===== config.mk =====
export PLATFORM = sky130hd
export DESIGN_NAME = uart_cmd_parser
export DESIGN_NICKNAME = d
export VERILOG_FILES = /design/src/rtl/uart_cmd_parser.sv
export SDC_FILE = /design/constraint.sdc
export NUM_CORES = 1
export LEC_CHECK = 0
export ABC_AREA = 0
export ABC_CLOCK_PERIOD_IN_PS = 2770
export CAP_MARGIN = 20
export CORE_MARGIN = 2
export CORE_UTILIZATION = 56
export DETAILED_ROUTE_END_ITERATION = 10
export PLACE_DENSITY_LB_ADDON = 0.2
export SLEW_MARGIN = 20
export SYNTH_ARGS = -nofsm -noshare
export SYNTH_HDL_FRONTEND = slang
export SYNTH_SLANG_ARGS = --single-unit

===== constraint.sdc =====
create_clock -name clk -period 2.77 [get_ports clk]
set_input_delay 0.554 -clock clk [delete_from_list [all_inputs] [get_ports clk]]
set_output_delay 0.554 -clock clk [all_outputs]
set_load 0.01 [all_outputs]

===== src/rtl/uart_cmd_parser.sv =====
// uart_cmd_parser
// Builds framed commands (SYNC, CMD, LEN, LEN payload bytes[, checksum]) out of
// the UART receiver byte stream. It emits one decoded command per good frame
// and pulses an error flag for a bad length, a timeout or a bad checksum.
// Build option: define CMD_CHECKSUM_EN to require a trailing XOR checksum byte
// (CMD ^ LEN ^ payload) and to enable err_checksum. Without it, err_checksum is 0.
// TIMEOUT_CYCLES must be at least 2.
module uart_cmd_parser #(
  parameter int          MAX_PAYLOAD    = 4,
  parameter logic [7:0]  SYNC_BYTE      = 8'hA5,
  parameter int          TIMEOUT_CYCLES = 400_000,
  localparam int         LEN_W          = $clog2(MAX_PAYLOAD + 1)
) (
  input  logic                     clk,
  input  logic                     rst,
  input  logic [7:0]               rx_data,
  input  logic                     rx_data_valid,
  output logic [7:0]               cmd_code,
  output logic [LEN_W-1:0]         cmd_len,
  output logic [8*MAX_PAYLOAD-1:0] cmd_payload,
  output logic                     cmd_valid,
  output logic                     err_len,
  output logic                     err_timeout,
  output logic                     err_checksum
);

  localparam int              TO_W    = $clog2(TIMEOUT_CYCLES);
  localparam logic [TO_W-1:0] TO_LAST = TO_W'(TIMEOUT_CYCLES - 1);
  localparam logic [7:0]      MAX_LEN = 8'(MAX_PAYLOAD);

`ifdef CMD_CHECKSUM_EN
  typedef enum logic [2:0] {IDLE, CMD, LEN, PAYLOAD, CHK} state_t;
`else
  typedef enum logic [2:0] {IDLE, CMD, LEN, PAYLOAD} state_t;
`endif

  state_t                   state_reg;
  logic [7:0]               code_reg;
  logic [LEN_W-1:0]         len_reg;
  logic [LEN_W-1:0]         idx_reg;
  logic [8*MAX_PAYLOAD-1:0] payload_reg;
  logic [TO_W-1:0]          to_cnt_reg;
  logic [8*MAX_PAYLOAD-1:0] payload_ins;
  logic                     last_byte;
`ifdef CMD_CHECKSUM_EN
  logic [7:0]               chk_reg;
`else
  assign err_checksum = 1'b0;
`endif

  // Staging image with the incoming byte dropped into the slot at idx_reg.
  for (genvar gi = 0; gi < MAX_PAYLOAD; gi++) begin : g_lane
    assign payload_ins[8*gi +: 8] = (idx_reg == LEN_W'(gi)) ? rx_data : payload_reg[8*gi +: 8];
  end

  // The current payload byte is the last one that LEN announced.
  assign last_byte = (idx_reg + LEN_W'(1)) == len_reg;

  // Frame FSM: consumes bytes on strobes, times out on silence, and registers all outputs.
  always_ff @(posedge clk) begin
    if (rst) begin
      state_reg    <= IDLE;
      code_reg     <= '0;
      len_reg      <= '0;
      idx_reg      <= '0;
      payload_reg  <= '0;
      to_cnt_reg   <= '0;
      cmd_code     <= '0;
      cmd_len      <= '0;
      cmd_payload  <= '0;
      cmd_valid    <= 1'b0;
      err_len      <= 1'b0;
      err_timeout  <= 1'b0;
`ifdef CMD_CHECKSUM_EN
      chk_reg      <= '0;
      err_checksum <= 1'b0;
`endif
    end else begin
      cmd_valid   <= 1'b0;
      err_len     <= 1'b0;
      err_timeout <= 1'b0;
`ifdef CMD_CHECKSUM_EN
      err_checksum <= 1'b0;
`endif
      if (rx_data_valid) begin
        // A byte arriving on the expiry cycle wins over the timeout.
        to_cnt_reg <= '0;
        case (state_reg)
          IDLE: begin
            if (rx_data == SYNC_BYTE) begin
              state_reg   <= CMD;
              payload_reg <= '0;
`ifdef CMD_CHECKSUM_EN
              chk_reg     <= '0;
`endif
            end
          end
          CMD: begin
            code_reg  <= rx_data;
            state_reg <= LEN;
`ifdef CMD_CHECKSUM_EN
            chk_reg   <= chk_reg ^ rx_data;
`endif
          end
          LEN: begin
`ifdef CMD_CHECKSUM_EN
            chk_reg <= chk_reg ^ rx_data;
`endif
            if (rx_data > MAX_LEN) begin
              err_len   <= 1'b1;
              state_reg <= IDLE;
            end else if (rx_data == 8'd0) begin
              len_reg <= '0;
`ifdef CMD_CHECKSUM_EN
              state_reg <= CHK;
`else
              cmd_code    <= code_reg;
              cmd_len     <= '0;
              cmd_payload <= payload_reg;
              cmd_valid   <= 1'b1;
              state_reg   <= IDLE;
`endif
            end else begin
              len_reg   <= rx_data[LEN_W-1:0];
              idx_reg   <= '0;
              state_reg <= PAYLOAD;
            end
          end
          PAYLOAD: begin
            // SYNC_BYTE is plain data here; only the length ends the payload.
            payload_reg <= payload_ins;
            idx_reg     <= idx_reg + LEN_W'(1);
`ifdef CMD_CHECKSUM_EN
            chk_reg     <= chk_reg ^ rx_data;
            if (last_byte) state_reg <= CHK;
`else
            if (last_byte) begin
              cmd_code    <= code_reg;
              cmd_len     <= len_reg;
              cmd_payload <= payload_ins;
              cmd_valid   <= 1'b1;
              state_reg   <= IDLE;
            end
`endif
          end
`ifdef CMD_CHECKSUM_EN
          CHK: begin
            if (rx_data == chk_reg) begin
              cmd_code    <= code_reg;
              cmd_len     <= len_reg;
              cmd_payload <= payload_reg;
              cmd_valid   <= 1'b1;
            end else begin
              err_checksum <= 1'b1;
            end
            state_reg <= IDLE;
          end
`endif
          default: state_reg <= IDLE;
        endcase
      end else if (state_reg == IDLE) begin
        to_cnt_reg <= '0;
      end else if (to_cnt_reg == TO_LAST) begin
        // Saturate at expiry. Returning to IDLE clears the counter on the next cycle.
        err_timeout <= 1'b1;
        state_reg   <= IDLE;
      end else begin
        to_cnt_reg <= to_cnt_reg + TO_W'(1);
      end
    end
  end

endmodule


==> results.toml, run 1 <==
[outcome]
status = "completed"

[routing]
met1_length_mm = 5.01
first_iter_violations = 180
viasPerCell = 5.80
met3WireLength_um = 512
wire_per_inst_um = 16.5
drc = 0
ant_nets = 0
vias = 4035
drtPass1Iterations = 5
drt-total-wl_mm = 11.5
top_layer = "met4"
routed-wl-met2_mm = 5.76

[global_route]
grt_pass1_vias = 4026
grt_first_pass_wirelength_mm = 19.1
grt_usage_pct = 24.4
antenna_found_initial = 0
grt_max_degree = 65
overflow = 0

[synth]
synth_fa_ha_area_share_pct = 1.52
synth_compound_area_share_pct = 17.2
ys.flop_type = "dfxtp_1"
synth_edf_count = 0
synth_seq_cells = 113
yosysWarnings = 0
avgSynthCellArea_um2 = 9.47
synth_top_family_by_area = "compound AO/OA/AOI/OAI gates"
async_flop_share_pct = 0
ys_seq_area_share_pct = 45.9
synth_cell_type_count = 48
synth-simple-area-share_pct = 16.7
syn-cell-area_um2 = 4930
syn_inst = 521
synth-xor-area-share_pct = 3.20
synth_fp_nets = 538
muxShareOfSynthArea_pct = 10.8

[layout]
layout-drive-gt1-share_pct = 15.0
fin_util_pct = 72.2
fin_cells = 696
n_antenna_cell = 0
nets = 593
area_growth_pct = 26.4

[timing]
fin_worst_skew_ps = 8.19
min_period_ps = 2470
setup_viol = 0
post-route-period-util_pct = 89.1
slew_violations = 0
relSlewSlack_pct = 46.1
fin_setup_tns_ps = 0
rsz0062_at_grt = "false"
max_freq_mhz = 405
finalHoldViolCount = 0
worst_pin_slew_ps = 808

[critical_path]
critPathLaunchType = "flip-flop"
max_stage_delay_ps = 390
crit_arrival_ps = 2840
rr_worst_depth = 8
required_ps = 3150
worstSetupPathType = "flip-flop to flip-flop"
crit_slowest_cell = "a211oi_4"
crit_chain = "ha_1, ha_1, xor2_1, nand4_1, a211oi_4, buf_12, mux2i_1, nor2_1"
worst-path-stages = 8
worst-path-buf-inv = 1
path_max_fanout = 50
crit_family = "adder cells"
path_common_cell = "ha_1"
cp-end-kind = "flip-flop"

[die]
die_w_um = 97.9
die-height_um = 97.9
rows = 34
ios = 58
dieArea_um2 = 9570
start_util_pct = 57.1
coreArea_um2 = 8640

[job]
cap_violations = 0

[power]
p_leak_nw = 2.13
peakVddDrop_mv = 0.424
power_density_nw_per_um2 = 644

[cts]
path_clk_slew_ps = 60
cts-root-buf = "clkbuf_8"
cts_setup_buffers = 0
post_cts_resized = 0
h-tree-depth = 4
clk_latency_ps = 500
cts_hold_buffers = 0
cts_tree = "built"
cts_made_buffers = 17
clock-sinks = 113
clk_path_buf_depth = 2

[placement]
numPortBuffers = 56
dp_hpwl_mm = 7.29
dp.cells = 665
place_congestion = 0.843

[worst_hold_path]
holdCritPathClass = "input pin to flip-flop"
whs_path_depth = 2
## worst paths after layout
kind	from	endpoint	slack, ps
worst max-delay path	idx_reg[0]$_SDFFE_PP0P_	cmd_code[1]$_SDFFE_PP0P_	300
worst min-delay path	rst	cmd_code[0]$_SDFFE_PP0P_	440
worst max register to register	idx_reg[0]$_SDFFE_PP0P_	cmd_code[1]$_SDFFE_PP0P_	300
worst min register to register	to_cnt_reg[7]$_SDFFE_PP0N_	to_cnt_reg[7]$_SDFFE_PP0N_	480
## per-stage QoR
stage               instance area, um2  worst slack, ps  power, mW  hold WS, ps
finish                            6240              303       4.02          441
global route                      6240              168       4.12          439
CTS                               6240              338       4.04          429
detailed placement                5610             43.4       1.75          467
global placement                  5610             92.6       1.75          459
floorplan                         4930              622       1.71          448
## layout make-up
| type | count | area, um2 |
|---|---|---|
| Multi-Input combinational cell | 357 | 2450 |
| Fill cell | 632 | 2400 |
| Clock inverter | 11 | 186 |
| Sequential cell | 113 | 2260 |
| Inverter | 13 | 48.8 |
| Timing Repair Buffer | 74 | 718 |
| Clock buffer | 20 | 435 |
| Tap cell | 108 | 135 |
## logic make-up (layout without fill, tap and decap cells)
family,count (synthesis),count (layout)
AND/OR/NAND/NOR,183,183
XOR/XNOR,18,18
adder cells (fa/ha/maj),6,6
buffers and inverters,51,118
multiplexers,53,53
flip-flops,113,113
AO/OA/AOI/OAI,96,96
other,1,1
## cell usage after synthesis, drive strengths merged (7+ instances only)
library cell  number  share of area, %
a211oi            33               8.3
a21oi              7              0.71
a22oi             32               4.9
buf               14               1.9
clkbuf            24               1.8
dfxtp            113                46
inv               13              0.99
mux2i             53                11
nand2             15               1.1
nand3             10               1.0
nor2             117               9.1
nor3              12               1.2
o21ai              9              0.91
xnor2             12               2.1
## cells in the final DEF (no fill, tap or decap), types with 13 or more instances in the layout
cell type / Yosys / routed
nand2_1: 15 / 15
inv_1: 13 / 13
dfxtp_1: 113 / 113
nor2_1: 114 / 114
mux2i_1: 53 / 53
a211oi_2: 32 / 32
clkbuf_16: 0 / 16
a22oi_1: 32 / 32
buf_4: 5 / 17
clkdlybuf4s50_1: 0 / 55
## metal layers
layer  vias up  track usage [%]
met5         -                0
met4         0             8.01
met3        18             5.51
met2       117             41.9
met1      1959             30.2
li1       1941                -
## power by group
part           switching, mW  internal [mW]
combinational         0.0669         0.0295
sequential          0.000185           1.63
clock                  0.731           1.56
(Power assumes the default switching activity.)
==> run 2, diff against run 1 <==
--- a/config.mk
+++ b/config.mk
@@ -9,7 +9,9 @@
 export ABC_CLOCK_PERIOD_IN_PS = 2770
 export CAP_MARGIN = 20
 export CORE_MARGIN = 2
-export CORE_UTILIZATION = 56
+export CORE_UTILIZATION = 58
+export CTS_BUF_LIST = sky130_fd_sc_hd__clkbuf_4 sky130_fd_sc_hd__clkbuf_8
+export CTS_CLUSTER_DIAMETER = 40
 export DETAILED_ROUTE_END_ITERATION = 10
 export PLACE_DENSITY_LB_ADDON = 0.2
 export SLEW_MARGIN = 20
==> run 2 against run 1 <==
Wire length increased by 1.8%. First-iteration DRC count grew 41%. Sequential power hardly changed. Clock power is 37% lower. Final area fell by 2.8%. Clock skew is 2.8 ps higher. Cell count increased by 0.86%. Sequential cell count is the same.
==> results.toml, run 2 (synthesis results as in run 1) <==
[critical_path]
worstSetupPathType = "flip-flop to flip-flop"
required_ps = 3100
path_max_fanout = 25
crit_arrival_ps = 2780
critPathLaunchType = "flip-flop"
startpoint = "idx_reg[0]$_SDFFE_PP0P_"
reg2reg_slack_ps = 320
r2r_start = "idx_reg[0]$_SDFFE_PP0P_"
cp-end-kind = "flip-flop"
rr_worst_depth = 9
r2r-end = "cmd_payload[18]$_SDFFE_PP0P_"

[die]
coreArea_um2 = 8220
start_util_pct = 60.0
die_w_um = 96.2
rows = 33
die-height_um = 96.2
ios = 58
dieArea_um2 = 9260

[placement]
place_area_um2 = 5690
dp_hpwl_mm = 7.82
place_congestion = 0.925
dp.cells = 672
numPortBuffers = 56

[layout]
fin_util_pct = 73.7
nets = 603
n_antenna_cell = 0
fill_cells = 604
fin_cells = 702
final_cell_mix = "114 x nor2_1, 113 x dfxtp_1, 55 x clkdlybuf4s50_1"
layout_commonest_cell = "nor2_1"
layout-drive-gt1-share_pct = 16.6
design_area_um2 = 6060
area_growth_pct = 22.8

[routing]
first_iter_violations = 253
drc = 0
viasPerCell = 5.78
vias = 4055
wire_per_inst_um = 16.6
ant_nets = 0
drt-total-wl_mm = 11.7
drtPass1Iterations = 7

[global_route]
grt_usage_pct = 26.6
grt_first_pass_wirelength_mm = 18.9
antenna_found_initial = 0
grt_max_degree = 37
overflow = 0
grt_pass1_vias = 3942

[worst_hold_path]
hp-start = "cmd_len[0]$_SDFFE_PP0P_"
whs_path_depth = 1
holdCritPathClass = "flip-flop to flip-flop"
min_to = "cmd_len[0]$_SDFFE_PP0P_"

[cts]
clock-sinks = 113
path_clk_slew_ps = 60
clk_latency_ps = 420
cts-root-buf = "clkbuf_8"
h-tree-depth = 4
cts_setup_buffers = 0
post_cts_resized = 0
clk_path_buf_depth = 2
cts_hold_buffers = 0
cts_tree = "built"
cts_made_buffers = 17

[timing]
max_freq_mhz = 408
slew_violations = 0
min_period_ps = 2450
fin_worst_skew_ps = 11.0
post-route-period-util_pct = 88.4
fin_setup_tns_ps = 0
rsz0062_at_grt = "false"
finalHoldViolCount = 0
worst_pin_slew_ps = 693
relSlewSlack_pct = 53.8
setup_viol = 0

[power]
peakVddDrop_mv = 0.426
power_density_nw_per_um2 = 522
p_leak_nw = 2.06

[job]
cap_violations = 0

[outcome]
status = "completed"
==> run 2: cell count changes in the layout (fill, tap and decap cells not counted), sizes merged <==
cell,before,now
bufinv,5,1
clkinv,5,4
clkinvlp,1,4
clkbuf,20,21
buf,19,29
==> run 2: critical path: stages, from the launching register on <==
cell,delay [ps]
dfxtp_1,390
ha_1,240
ha_1,340
xor2_1,200
nand4_1,180
a211oi_4,310
buf_12,220
buf_12,200
nor2_1,80
a211oi_2,200
==> run 2: worst max-delay path by stage <==
stage,cells after the start,to
after global routing,9,cmd_payload[21]$_SDFFE_PP0P_
after detailed placement,8,cmd_payload[16]$_SDFFE_PP0P_
after CTS,9,cmd_payload[18]$_SDFFE_PP0P_
after global placement,8,cmd_payload[14]$_SDFFE_PP0P_
after floorplan,8,cmd_code[0]$_SDFFE_PP0P_
final,9,cmd_payload[18]$_SDFFE_PP0P_
==> run 2: area by class of cell <==
cell class,instances,area [um2],area share [%]
clock inverters,9,83.8,1.38
multi-input cells,357,2450,40.4
flip-flops and latches,113,2260,37.3
clock buffers,21,289,4.77
repair buffers,84,793,13.1
inverters,13,48.8,0.805
well taps,105,131,2.17
==> run 2: through the flow <==
step                power (mW)  hold slack, ps  setup WS [ps]
finish                    3.16             482            320
global placement          1.76             460            100
global route              3.26             496            256
floorplan                 1.71             448            622
CTS                       3.18             485            336
detailed placement        1.76             469           22.4
==> run 2: where the power goes <==
| part | leakage [nW] | internal, mW | switching [mW] | total (mW) |
|---|---|---|---|---|
| logic | 0.969 | 0.0332 | 0.0693 | 0.103 |
| clock network | 0.182 | 0.790 | 0.646 | 1.44 |
| registers | 0.910 | 1.62 | 0.000189 | 1.62 |
| total | 2.06 | 2.45 | 0.716 | 3.16 |
==> run 2: per-layer routing <==
metal | share of wire, % | vias to the layer above | GRT usage [%]
met5 | 0 | - | 0
met4 | 2.6 | 0 | 13.8
met3 | 5.6 | 33 | 6.03
met2 | 48 | 134 | 43.5
met1 | 44 | 1935 | 32.6
li1 | - | 1953 | -
